===== src/rtl/note_player.sv =====
// Note player: consumes note/duration strobes from the song reader, times each
// note in beats derived from an internal prescaler, and gates the sounding output.
module note_player #(
    parameter int NOTE_WIDTH     = 6,
    parameter int DURATION_WIDTH = 6,
    parameter int BEAT_DIV       = 1000,
    parameter int GAP_CYCLES     = 0
) (
    input  logic                      clk,
    input  logic                      reset,
    input  logic                      play,
    input  logic                      new_note,
    input  logic [NOTE_WIDTH-1:0]     note,
    input  logic [DURATION_WIDTH-1:0] duration,
    output logic                      note_done,
    output logic                      busy,
    output logic [NOTE_WIDTH-1:0]     note_out,
    output logic                      sounding,
    output logic                      beat
);

    // Wide enough to hold BEAT_DIV itself, so a zero gap never matches
    localparam int PW = $clog2(BEAT_DIV + 1);
    localparam logic [PW-1:0] BEAT_LAST = PW'(BEAT_DIV - 1);
    localparam logic [PW-1:0] GAP_START = PW'(BEAT_DIV - GAP_CYCLES);

    typedef enum logic [1:0] {
        IDLE    = 2'd0,
        PLAYING = 2'd1,
        DONE    = 2'd2
    } state_t;

    state_t                    state, state_next;
    logic [PW-1:0]             prescale, prescale_next;
    logic [DURATION_WIDTH-1:0] beats_left, beats_next;
    logic [NOTE_WIDTH-1:0]     note_next;
    logic                      beat_edge;
    logic                      in_gap;

    always_ff @(posedge clk) begin
        if (reset) begin
            state      <= IDLE;
            prescale   <= '0;
            beats_left <= '0;
            note_out   <= '0;
            note_done  <= 1'b0;
        end else begin
            state      <= state_next;
            prescale   <= prescale_next;
            beats_left <= beats_next;
            note_out   <= note_next;
            note_done  <= (state_next == DONE);
        end
    end

    // A new strobe always wins, so it both starts from idle and preempts a note
    always_comb begin
        state_next    = state;
        prescale_next = prescale;
        beats_next    = beats_left;
        note_next     = note_out;
        beat_edge     = (state == PLAYING) && play && (prescale == BEAT_LAST);

        case (state)
            IDLE: state_next = IDLE;
            DONE: state_next = IDLE;
            PLAYING: begin
                if (play) begin
                    if (beat_edge) begin
                        prescale_next = '0;
                        if (beats_left != '0) begin
                            beats_next = beats_left - 1'b1;
                        end
                        if (beats_left == DURATION_WIDTH'(1)) begin
                            state_next = DONE;
                        end
                    end else begin
                        prescale_next = prescale + 1'b1;
                    end
                end
            end
            default: state_next = IDLE;
        endcase

        if (new_note) begin
            note_next     = note;
            beats_next    = duration;
            prescale_next = '0;
            state_next    = (duration != '0) ? PLAYING : DONE;
        end
    end

    assign in_gap   = (beats_left == DURATION_WIDTH'(1)) && (prescale >= GAP_START);
    assign busy     = (state == PLAYING);
    assign beat     = beat_edge;
    assign sounding = busy && (note_out != '0) && !in_gap;

endmodule


===== config.mk =====
export PLATFORM = sky130hd
export DESIGN_NAME = note_player
export DESIGN_NICKNAME = d
export VERILOG_FILES = /design/src/rtl/note_player.sv
export SDC_FILE = /design/constraint.sdc
export NUM_CORES = 1
export LEC_CHECK = 0
export CORE_MARGIN = 5
export CORE_UTILIZATION = 54
export CTS_CLUSTER_DIAMETER = 30
export DETAILED_ROUTE_END_ITERATION = 12
export GPL_TIMING_DRIVEN = 0
export PLACE_DENSITY = 0.89
export SLEW_MARGIN = 20
export SYNTH_ARGS = -nofsm -noshare
export SYNTH_HDL_FRONTEND = slang
export SYNTH_SLANG_ARGS = --single-unit

===== constraint.sdc =====
create_clock -name clk -period 5.7 [get_ports clk]
set_clock_uncertainty 0.2 [all_clocks]
set_input_delay 1.14 -clock clk [delete_from_list [all_inputs] [get_ports clk]]
set_output_delay 1.14 -clock clk [all_outputs]
set_load 0.02 [all_outputs]

==> impl_metrics.toml <==
[outcome]
outcome = "finished clean"

[detailed_routing]
drt_iter0_drc = 61
via_per_inst = 6.03
totalWireLength_um = 3140
wl_per_cell_um = 15.2
drc_errors = 0
vias = 1248
ant_nets = 0
drtPass1Iterations = 4

[die]
start_util_pct = 57.4
rows = 17
die_x_um = 58.7
fp.coreArea_um2 = 2230
ioPinCount = 26
dieArea_um2 = 3450
chipHeight_um = 58.7

[logic_synthesis]
ys.flop_type = "dfxtp_1"
syn_area_per_cell_um2 = 8.48
synth_warnings = 0
netlist-cell-type-count = 35
synth_top_area_share_pct = 39.1
yosysTopAreaCell = "dfxtp_1"
syn_inst = 151
ys_ff_latch = 25
synth_edf_count = 0
synth_area_um2 = 1280
synth_seq_area_share_pct = 39.1
async_flop_share_pct = 0
synth.area.top_cells = "dfxtp_1, nor2_1, ha_1"
synthesis.nets = 172

[global_routing]
gr-total-overflow = 0
first_global_vias = 1217
grt_antenna_before_repair = 0
grt_max_degree = 14
grtUsageTotal_pct = 19.6
grt_pass1_wl_um = 5290

[clocking]
clkTransAtPathRegs_ns = 0.13
cts.sinks = 25
root_buffer = "clkbuf_4"
post_cts_buffers = 0
htree_num_levels = 1
cts_max_path_buffers = 2
ctsHoldBuffers = 0
cts_resized = 0
clk_latency_ns = 0.31
cts_buffers = 3
cts_tree = "done"

[sta]
maxSlewHeadroom_pct = 55.1
final-setup-viol-count = 0
fin_crit_sh_pct = 77.4
fin_tns_setup_ns = 0
final_hold_viol_count = 0
tightest_slew_ns = 0.667
post-route-min-period_ns = 4.41
max_freq_mhz = 227
worst_slack_ns = 1.29
rsz0062_at_grt = "no"
finalMaxSlewViolations = 0

[pwr]
p_sw_share_pct = 26.1
cellPowerDensity_nw_per_um2 = 200
p_int_uw = 234
p_comb_share_pct = 16.1
p_seq_share_pct = 58.8
p_leak_nw = 0.545
switchingPower_uw = 82.6
power_frac_clock_pct = 25.1
peakVddDrop_uv = 170

[job]
cap_violations = 0

[worst_setup_path]
crit_path_max_fanout = 10
cp_slowest_cell = "clkdlybuf4s50_1"
path_common_cell = "clkdlybuf4s50_1"
slowest_delay_ns = 0.61
cp-start-kind = "input port"
end_kind = "primary output"
crit_path_cell_trace = "clkdlybuf4s50_1 -> and4b_1 -> buf_4 -> nand3_1 -> buf_2 -> nor2_1 -> clkdlybuf4s50_1"
cp.arrival_ns = 3.07
path_class = "input port to primary output"
cp_data_required_time_ns = 4.36

[placed_design]
port_buffers = 24
gp_congestion = 0.847
dp_cells = 203
dpl_cell_area_um2 = 1560
place_hpwl_um = 2390
dp_slack_ns = 1.30

[layout]
insertedDiodeCount = 0
area_growth_syn_to_layout_pct = 23.5
final_cell_mix = "dfxtp_1, clkdlybuf4s50_1, nor2_1"
fin_area_um2 = 1580
final_common_cell = "dfxtp_1"
drive_gt1_share_pct = 3.91
utilization_pct = 70.9
fin_nets = 201
final_cells = 207

[min_path]
min_path_type = "register to register"
[cells in the mapped netlist, drive strengths merged (5+ instances only)]
library cell / n
mux2i: 6
nor2: 23
or4: 6
nand2: 11
inv: 6
clkbuf: 5
dfxtp: 25
ha: 5
nand3: 7
a311oi: 5
nor3: 5
[power groups by stage]
| stage | clock network [mW] | logic [mW] | registers [mW] |
|---|---|---|---|
| 2_1_floorplan | 0 | 0.0240 | 0.192 |
| 6_report | 0.0793 | 0.0509 | 0.186 |
| 5_1_grt | 0.0879 | 0.0553 | 0.187 |
| 3_3_place_gp | 0 | 0.0484 | 0.189 |
| 3_5_place_dp | 0 | 0.0505 | 0.189 |
| 4_1_cts | 0.0807 | 0.0508 | 0.186 |
[critical path, delay by kind of cell]
kind	cells	cell delay (ns)
buffers and inverters	4	1.51
AND/OR/NAND/NOR	3	0.42
[worst paths after layout]
kind	slack [ns]	end	start	cells after the start
setup / recovery	1.29	beat	play	7
hold / removal	0.32	prescale[1]	prescale[1]	2
setup reg to reg	3.53	beats_left[3]	state[1]	6
hold reg to reg	0.32	prescale[1]	prescale[1]	2
[layout make-up]
type                            count  area [um2]
Multi-Input combinational cell    113         727
Timing Repair Buffer               24         240
Tap cell                           28        35.0
Sequential cell                    25         500
Clock buffer                        4        26.3
Fill cell                         182         651
Buffer                              7        31.3
Inverter                            6        22.5
[registers in the layout (all words and copies together), names as in the netlist]
register / flops
beats_left: 6
note_done: 1
state: 2
prescale: 10
note_out: 6
[cells by family (layout without fill, tap and decap cells)]
logic type | after synthesis | after routing | synth area share, %
flip-flops | 25 | 25 | 39.1
multiplexers | 6 | 6 | 4.69
buffers and inverters | 13 | 41 | 4.20
XOR/XNOR | 8 | 8 | 5.47
AND/OR/NAND/NOR | 70 | 70 | 27.8
adder cells (fa/ha/maj) | 5 | 5 | 4.88
AO/OA/AOI/OAI | 24 | 24 | 13.9
[stage by stage]
step	hold slack [ns]	total power, mW
finish	0.322	0.316
global route	0.369	0.330
CTS	0.324	0.317
detailed placement	0.306	0.240
global placement	0.281	0.238
floorplan	0.271	0.216
[routing by layer]
metal	up-vias	track usage, %	wire [um]
met4	0	8.41	100
li1	607	-	-
met2	51	34.3	1520
met5	-	0	0
met3	14	3.95	200
met1	576	23.1	1320
(Power assumes the default switching activity.)
